[config.mk]
export PLATFORM = sky130hd
export DESIGN_NAME = vga_framebuffer_arbiter
export DESIGN_NICKNAME = d
export VERILOG_FILES = /design/src/rtl/vga_framebuffer_arbiter.sv
export SDC_FILE = /design/constraint.sdc
export NUM_CORES = 1
export LEC_CHECK = 0
export ABC_CLOCK_PERIOD_IN_PS = 2600
export BUFFER_PORTS_ARGS = -buffer_cell sky130_fd_sc_hd__clkbuf_2
export CAP_MARGIN = 10
export CORE_ASPECT_RATIO = 0.6
export CORE_MARGIN = 4
export CORE_UTILIZATION = 49
export DETAILED_ROUTE_END_ITERATION = 10
export PLACE_DENSITY = 0.75
export RECOVER_POWER = 50
export SLEW_MARGIN = 0
export SYNTH_ARGS = -nofsm -noshare
export SYNTH_HDL_FRONTEND = slang
export SYNTH_SLANG_ARGS = --single-unit
[constraint.sdc]
create_clock -name i_clk -period 2.6 [get_ports i_clk]
set_input_delay 0.65 -clock i_clk [delete_from_list [all_inputs] [get_ports i_clk]]
set_output_delay 0.65 -clock i_clk [all_outputs]
set_load 0.02 [all_outputs]
[src/rtl/vga_framebuffer_arbiter.sv]
// ---------------------------------------------------------------------------
// vga_framebuffer_arbiter
//
// Shares one single-port framebuffer RAM between a display pixel fetcher and
// a host command port. The display always wins; host commands wait in a small
// FIFO and are issued only in cycles where the display is idle.
//
// Ports:
//   i_clk, i_rst            clock, synchronous active-high reset
//   i_disp_req/i_disp_addr  display fetch strobe and address (one per cycle)
//   o_disp_data/o_disp_valid fetched pixel, valid 2 cycles after the request
//   i_host_valid/o_host_ready host command handshake
//   i_host_we/addr/wdata    host command fields (we=1 write, we=0 read)
//   o_host_rdata/o_host_rvalid host read result, 2 cycles after issue
//   o_mem_addr/we/wdata     RAM port, combinational from the grant decision
//   i_mem_rdata             RAM read data, valid 1 cycle after the address
//   o_range_err             sticky flag: a host command hit addr >= FB_WORDS
//
// Handshake: a host command transfers on a rising edge where i_host_valid and
// o_host_ready are both high. o_host_ready depends only on FIFO occupancy
// (and reset), never on i_host_valid or i_disp_req, so a full FIFO refuses a
// command even in a cycle where it also pops.
// ---------------------------------------------------------------------------
module vga_framebuffer_arbiter #(
  parameter int unsigned ADDR_WIDTH = 17,
  parameter int unsigned DATA_WIDTH = 12,
  parameter int unsigned FB_WORDS   = 76800,
  parameter int unsigned FIFO_DEPTH = 4     // power of two, at least 2
) (
  input  logic                  i_clk,
  input  logic                  i_rst,
  input  logic                  i_disp_req,
  input  logic [ADDR_WIDTH-1:0] i_disp_addr,
  output logic [DATA_WIDTH-1:0] o_disp_data,
  output logic                  o_disp_valid,
  input  logic                  i_host_valid,
  output logic                  o_host_ready,
  input  logic                  i_host_we,
  input  logic [ADDR_WIDTH-1:0] i_host_addr,
  input  logic [DATA_WIDTH-1:0] i_host_wdata,
  output logic [DATA_WIDTH-1:0] o_host_rdata,
  output logic                  o_host_rvalid,
  output logic [ADDR_WIDTH-1:0] o_mem_addr,
  output logic                  o_mem_we,
  output logic [DATA_WIDTH-1:0] o_mem_wdata,
  input  logic [DATA_WIDTH-1:0] i_mem_rdata,
  output logic                  o_range_err
);

  localparam int unsigned PTR_W = $clog2(FIFO_DEPTH);
  localparam int unsigned CNT_W = PTR_W + 1;
  localparam logic [CNT_W-1:0]      CNT_FULL = CNT_W'(FIFO_DEPTH);
  localparam logic [ADDR_WIDTH:0]   FB_LIMIT = (ADDR_WIDTH + 1)'(FB_WORDS);

  // What the RAM was used for in a given cycle, carried along with the read
  // latency so the returning data can be steered to the right output.
  typedef enum logic [1:0] {
    TAG_NONE        = 2'd0,
    TAG_DISP        = 2'd1,
    TAG_HOST_RD     = 2'd2,
    TAG_HOST_RD_OOR = 2'd3
  } tag_e;

  // Host command FIFO storage
  logic                  fifo_we_q    [FIFO_DEPTH];
  logic [ADDR_WIDTH-1:0] fifo_addr_q  [FIFO_DEPTH];
  logic [DATA_WIDTH-1:0] fifo_wdata_q [FIFO_DEPTH];

  logic [PTR_W-1:0] wr_ptr_q, wr_ptr_d;
  logic [PTR_W-1:0] rd_ptr_q, rd_ptr_d;
  logic [CNT_W-1:0] count_q,  count_d;

  tag_e tag_s1_q, tag_s1_d;
  tag_e tag_s2_q;

  logic [DATA_WIDTH-1:0] disp_data_q;
  logic [DATA_WIDTH-1:0] host_rdata_q;
  logic                  range_err_q, range_err_d;

  logic                  fifo_full;
  logic                  fifo_empty;
  logic                  push;
  logic                  pop;
  logic                  head_we;
  logic [ADDR_WIDTH-1:0] head_addr;
  logic [DATA_WIDTH-1:0] head_wdata;
  logic                  head_oor;

  assign fifo_full  = (count_q == CNT_FULL);
  assign fifo_empty = (count_q == '0);

  assign head_we    = fifo_we_q[rd_ptr_q];
  assign head_addr  = fifo_addr_q[rd_ptr_q];
  assign head_wdata = fifo_wdata_q[rd_ptr_q];
  assign head_oor   = ({1'b0, head_addr} >= FB_LIMIT);

  assign o_host_ready = !fifo_full && !i_rst;
  assign push         = i_host_valid && o_host_ready;
  // The host only gets the RAM when the display leaves a gap.
  assign pop          = !i_rst && !i_disp_req && !fifo_empty;

  // Grant decision: drives the RAM port directly and picks the tag.
  always_comb begin
    o_mem_addr  = i_disp_addr;
    o_mem_we    = 1'b0;
    o_mem_wdata = head_wdata;
    tag_s1_d    = TAG_NONE;
    if (i_rst) begin
      tag_s1_d = TAG_NONE;
    end else if (i_disp_req) begin
      tag_s1_d = TAG_DISP;
    end else if (pop) begin
      o_mem_addr = head_addr;
      if (head_we) begin
        // Out-of-range writes are dropped silently apart from the flag.
        o_mem_we = !head_oor;
      end else begin
        tag_s1_d = head_oor ? TAG_HOST_RD_OOR : TAG_HOST_RD;
      end
    end
  end

  // FIFO pointer / occupancy next state
  always_comb begin
    wr_ptr_d = wr_ptr_q;
    rd_ptr_d = rd_ptr_q;
    count_d  = count_q;
    if (push) begin
      wr_ptr_d = wr_ptr_q + 1'b1;
    end
    if (pop) begin
      rd_ptr_d = rd_ptr_q + 1'b1;
    end
    case ({push, pop})
      2'b10:   count_d = count_q + 1'b1;
      2'b01:   count_d = count_q - 1'b1;
      default: count_d = count_q;
    endcase
  end

  assign range_err_d = range_err_q || (pop && head_oor);

  always_ff @(posedge i_clk) begin
    if (i_rst) begin
      wr_ptr_q     <= '0;
      rd_ptr_q     <= '0;
      count_q      <= '0;
      tag_s1_q     <= TAG_NONE;
      tag_s2_q     <= TAG_NONE;
      disp_data_q  <= '0;
      host_rdata_q <= '0;
      range_err_q  <= 1'b0;
    end else begin
      wr_ptr_q    <= wr_ptr_d;
      rd_ptr_q    <= rd_ptr_d;
      count_q     <= count_d;
      tag_s1_q    <= tag_s1_d;
      tag_s2_q    <= tag_s1_q;
      range_err_q <= range_err_d;
      // i_mem_rdata belongs to the access tagged one cycle ago.
      if (tag_s1_q == TAG_DISP) begin
        disp_data_q <= i_mem_rdata;
      end
      if (tag_s1_q == TAG_HOST_RD) begin
        host_rdata_q <= i_mem_rdata;
      end else if (tag_s1_q == TAG_HOST_RD_OOR) begin
        host_rdata_q <= '0;
      end
    end
  end

  // Payload storage needs no reset; occupancy guards every read.
  always_ff @(posedge i_clk) begin
    if (push) begin
      fifo_we_q[wr_ptr_q]    <= i_host_we;
      fifo_addr_q[wr_ptr_q]  <= i_host_addr;
      fifo_wdata_q[wr_ptr_q] <= i_host_wdata;
    end
  end

  assign o_disp_data   = disp_data_q;
  assign o_host_rdata  = host_rdata_q;
  assign o_disp_valid  = !i_rst && (tag_s2_q == TAG_DISP);
  assign o_host_rvalid = !i_rst && ((tag_s2_q == TAG_HOST_RD) || (tag_s2_q == TAG_HOST_RD_OOR));
  assign o_range_err   = !i_rst && range_err_q;

endmodule

== Yosys cells after proc, flatten, opt, wreduce, memory -nomap -nowiden ==
Memory sizes are Yosys's and may differ from the RTL's. A register that Yosys moved wholly into a read port is not among the register bits.
Index checks and enable logic that the tools add are counted.
Cells by class
  bitwise operators: 1
  multipliers: 0
  add/subtract/negate cells: 4
  reductions and logical operators: 19
  multiplexer cells: 22
  order comparisons: 1
  shift operators: 0
  divide/modulo/power cells: 0
  eq/ne operators: 9
Operators by type and width (number)
  17-bit two-way mux: 3
  12-bit two-way mux: 2
  17-bit >= comparator, second input constant: 1
  2-bit two-way mux: 6
  2-bit equality test, second input constant: 5
  1-bit two-way mux: 10
  1-bit logical AND: 8
  2-bit by 1-bit equality test with 1-bit output, second input constant: 3
  3-bit case mux with 2 select lines: 1
  1-bit zero test: 5
  2-bit by 1-bit adder with 2-bit output, second input constant: 2
  2-bit nonzero test: 2
  4-bit OR reduction: 1
  3-bit by 1-bit adder with 3-bit output, second input constant: 1
  3-bit equality test, second input constant: 1
  3-bit zero test: 1
  3-bit by 1-bit subtractor with 3-bit output, second input constant: 1
  1-bit logical OR: 2
  1-bit inverter: 1
Word-level totals
  ROM bits: 0
  output and inout port bits: 58
  memories kept: 3
  latch bits: 0
  input bits: 63
  word-level logic and storage cells: 68
  register bits after elaboration: 36
  memory bits (writable): 120
Memories
  fifo_addr_q: depth 4, bits a word 17, rd ports 1, clocked after Yosys merged registers in 1, wr ports 1, RTL line 66  | logic [ADDR_WIDTH-1:0] fifo_addr_q [FIFO_DEPTH];
  fifo_wdata_q: depth 4, bits a word 12, rd ports 1, clocked after Yosys merged registers in 1, wr ports 1, RTL line 67  | logic [DATA_WIDTH-1:0] fifo_wdata_q [FIFO_DEPTH];
  fifo_we_q: depth 4, bits a word 1, rd ports 1, clocked after Yosys merged registers in 1, wr ports 1, RTL line 65  | logic fifo_we_q [FIFO_DEPTH];

== Longest topological paths before layout ==
  depth in word-level cells: 6
  depth in mapped cells: 11
  depth with buffers taken out: 9

== Worst setup path before layout ==
No wires, ideal clock.
  path kind: input -> register
  start: in i_rst
  end: reg count_q[2]
  stages: 10
  required time: 2530 ps
  slack: -159 ps
  path buffers: 2
  data arrival time: 2689 ps
  library setup time: 70 ps
  path through: or3_1 -> buf_2 -> inv_1 -> clkbuf_1 -> ha_1 -> inv_1 -> fa_1 -> xor2_1 -> or3_1 -> a21oi_1
Between the ends
  cells in the longest elaborated chain, start to end: 5
  elaborated cells between the ends (all ways): 9
  classes of those cells: eq/ne (2); mux (1); reduce/logical (6)
Ends and longest elaborated chain
  start: declaration: RTL line 31  | input logic i_rst,
  1-bit zero test: RTL line 97, 100
  1-bit logical AND, on equally long branches: RTL line 100, 97
  1-bit logical AND, on equally long branches: RTL line 100, 98
  2-bit by 1-bit equality test with 1-bit output / 2-bit equality test (equally long branches): RTL line 134  | case ({push, pop})
  3-bit case mux with 2 select lines / 2-bit nonzero test (equally long branches)
  end signal: assignment: RTL line 156  | count_q <= count_d;
  end: declaration: RTL line 71  | logic [CNT_W-1:0] count_q, count_d;
Parallel ways exist; a longest one is shown, timed or not.
A chain may end at the register's enable or synchronous reset.

==> flow_summary.rst <==
.. list-table::
   :header-rows: 1

   * - Metric
     - Value
   * - DRC viols
     - 0
   * - IO buf count
     - 120
   * - Actual transition at the worst max-transition pin
     - 0.754 ns
   * - Number of clock sinks seen by CTS
     - 158
   * - Highest Clock Rate
     - between 0.3 and 0.4 GHz
   * - Final Hold Vio Count
     - 0
   * - Clk root buf
     - sky130_fd_sc_hd__clkbuf_16
   * - Number of buffers and inverters on the critical path
     - 2
   * - Prevailing post-synth register cell
     - sky130_fd_sc_hd__edfxtp_1
   * - Iter 0 DRT Violations
     - 233
   * - Synthesized area per cell
     - about 16 µm²
   * - Status
     - finished, violations left
   * - HPWL reported at the end of detailed placement
     - approximately 8.8 mm
   * - FF+latch area
     - 4370 µm²
   * - Post-Synthesis Cells
     - 388
   * - Total Routed Length
     - 13.1 mm
   * - Mapped cell area
     - 6100 µm²
   * - Distinct cell type count after synthesis
     - 32
   * - Maximum number of pins on one net before global-route repair
     - between 40 and 50
   * - Sequential-to-total area share from yosys stat
     - 71.6%
   * - Clock tree from TritonCTS
     - built
   * - Max-cap viol count
     - 0
   * - Critical Path RT
     - 1.95 ns
   * - Worst hold-check slack
     - 0.458 ns
   * - RSZ-0062 raised after global routing
     - yes
   * - Overall Global Routing Usage
     - 18.9%
   * - Slowest cell delay on critical path
     - 0.53 ns
   * - Setup-violating endpoint count in the final report
     - 3
   * - Critical path data arrival time
     - approximately 2.1 ns
   * - I/O pin count
     - between 100 and 150
   * - Share of the cycle needed by the critical path after routing
     - 107%
   * - Violations in the final reports
     - negative setup slack
   * - Detailed-route vias per instance
     - 5.21
   * - Yosys warning total
     - 0
   * - Fillers
     - 896
   * - Ant. Diodes
     - 0
   * - Multi-input combinational cell area
     - 1600 µm²
   * - Ys async rst share
     - 0%
   * - CP Launch Type
     - flop
   * - Fraction of layout instances using a drive strength above 1
     - 34.2%
   * - Detailed-route via count
     - about 3,700
   * - Number of flops mapped to enable cells by yosys
     - 120
   * - Clk Latency, worst-skew pair
     - 0.42 ns
   * - Most common cell after layout, fill and taps aside
     - sky130_fd_sc_hd__edfxtp_1
   * - Deepest clock path buffer count
     - 2
   * - Shortest clock period the worst path allows after layout
     - roughly 2.8 ns
   * - Number of nets produced by synthesis
     - around 460
   * - Die area
     - ~14,000 µm²
   * - Clock transition at the register clock pins on the worst setup and hold paths after CTS
     - 0.06 ns
   * - Aggregate negative setup slack
     - -0.300 ns
   * - Starting density of the core
     - 50.4%
   * - Synth Register Bits
     - 158
   * - Nets
     - 605
   * - Worst Setup Path Type
     - flop to primary output
   * - Commonest cells after routing, fill and taps aside
     - sky130_fd_sc_hd__edfxtp_1 (120), sky130_fd_sc_hd__clkbuf_2 (86), sky130_fd_sc_hd__nand2_1 (74)
   * - Critical Path Fanout Max
     - 6
   * - Number of buffers created by CTS
     - 17
   * - Maximum level of the CTS H-tree
     - 4
   * - Detailed-routing iteration count for the pre-antenna-repair pass
     - 5
   * - Number of antenna violations at the first check in global routing
     - 0
   * - Post-DR wirelength/cell
     - 18.4 µm
   * - Area post-placement
     - between 7000 and 8000 µm²
   * - Worst IR drop on VDD
     - 0.000553 V
   * - Remaining global-route overflow
     - 0
   * - Rel. slew slack
     - approximately half
   * - Std cell rows
     - 31
   * - Final clock skew
     - 0.00846 ns
   * - Wire length of the first global-routing pass
     - 20.5 mm
   * - Power Dens Cells
     - 753 nW/µm²
   * - Via count of the first global-routing pass
     - 3,775
   * - Core area
     - about 12,000 µm²
   * - Static Leak
     - 2.81 nW
   * - Crit-path slowest cell
     - sky130_fd_sc_hd__mux4_2
   * - Family of cells with the greatest summed delay on the critical path
     - multiplexers
   * - Setup crit end kind
     - primary output
   * - Worst min-delay path class
     - flop to flop
   * - Floorplan die height
     - 94.4 µm
   * - Layout Area Growth over Synthesis
     - 26.0%
   * - Gp weighted congestion
     - approximately 0.77
   * - Final Slew Violations
     - 0
   * - Critical-path cell list
     - buf_6 > mux4_2 > a211oi_2 > o211a_1 > clkbuf_8
   * - Die outline width
     - 152 µm
   * - Design Area, Final
     - between 7000 and 8000 µm²
   * - Remaining number of nets flagged by the antenna check after routing
     - 0
   * - Min setup slack post-route
     - -0.177 ns
==> metrics by stage <==
stage          setup WS, ns  total power [mW]  instances  util (%)
2_1_floorplan       0.00773              3.23        388         -
3_3_place_gp          0.110              3.44        672      58.2
3_5_place_dp         0.0521              3.46        672      58.2
4_1_cts              -0.170              5.83        714      63.5
5_1_grt              -0.272              6.01        714      63.5
6_report             -0.177              5.79        714      63.5
==> tightest hold or removal path: stages, from the launching register on <==
cell	delay (ns)
sky130_fd_sc_hd__dfxtp_1	0.31
sky130_fd_sc_hd__nand2_1	0.05
sky130_fd_sc_hd__a21oi_1	0.05
==> worst paths after layout <==
| check | endpoint | startpoint | slack [ns] | depth (start not counted) |
|---|---|---|---|---|
| worst min-delay path | o_disp_data[1]$_SDFFE_PP0N_ | o_disp_data[1]$_SDFFE_PP0N_ | 0.46 | 2 |
| worst max register to register | tag_s1_q[0]$_SDFF_PP0_ | flop | 0.13 | 13 |
| worst min register to register | o_disp_data[1]$_SDFFE_PP0N_ | o_disp_data[1]$_SDFFE_PP0N_ | 0.46 | 2 |
| worst max-delay path | o_mem_we | flop | -0.18 | 5 |
==> cells in the mapped netlist (all sizes together) (2+ instances only) <==
library cell / instances / area, µm²
and2: 4 / 25.0
nand2b: 13 / 81.3
dfxtp: 38 / 761
xnor2: 3 / 26.3
xor2: 2 / 17.5
a211oi: 2 / 20.0
nor2: 9 / 33.8
or3: 2 / 12.5
inv: 10 / 37.5
ha: 5 / 62.6
a21oi: 27 / 135
nand2: 76 / 285
nor2b: 5 / 31.3
nand3b: 12 / 90.1
mux4: 30 / 698
clkbuf: 11 / 41.3
edfxtp: 120 / 3600
buf: 9 / 46.3
==> logic make-up after synthesis <==
group           Yosys count  synth area share [%]
simple gates            124                  9.52
mux                      30                  11.5
compound gates           35                  3.30
buf+inv                  30                  2.05
fa+ha+maj                 6                  1.35
flops                   158                  71.6
xor+xnor                  5                 0.719
==> metal layers <==
metal  track usage [%]  wire length (µm)  vias up
li1                  -                 -     1729
met1              26.2              5920     1861
met2              29.3              6220      119
met3              5.22               788       13
met4              6.43               191        0
met5                 0                 0        -
==> registers in the layout, summed over array words and instances, names as in the netlist, named ones only <==
signal	cells
o_disp_data	12
fifo_addr_q	68
fifo_wdata_q	48
o_host_rdata	12
fifo_we_q	4
tag_s1_q	2
rd_ptr_q	2
range_err_q	1
wr_ptr_q	2
tag_s2_q	2
count_q	3
==> layout make-up <==
class | instances | area share, %
clock buffers | 18 | 5.59
clock inverters | 14 | 1.73
inverters | 10 | 0.489
multi-input cells | 200 | 20.8
flip-flops and latches | 158 | 56.9
well taps | 165 | 2.69
repair buffers | 149 | 11.8
==> repair_timing <==
action	4_1_cts	5_1_grt
setup buffers	10	0
endpoints found under the setup margin	12	23
resized for setup	12	14
hold buffers	0	0
pin swaps	2	0
==> where the power goes <==
part / total (mW) / switching (mW) / leakage [nW] / internal (mW)
logic: 0.592 / 0.338 / 1.14 / 0.254
clock network: 2.35 / 1.01 / 0.272 / 1.34
registers: 2.84 / 0.0419 / 1.40 / 2.80
total: 5.79 / 1.39 / 2.81 / 4.39
No activity file was read; power rests on OpenSTA's default activity.
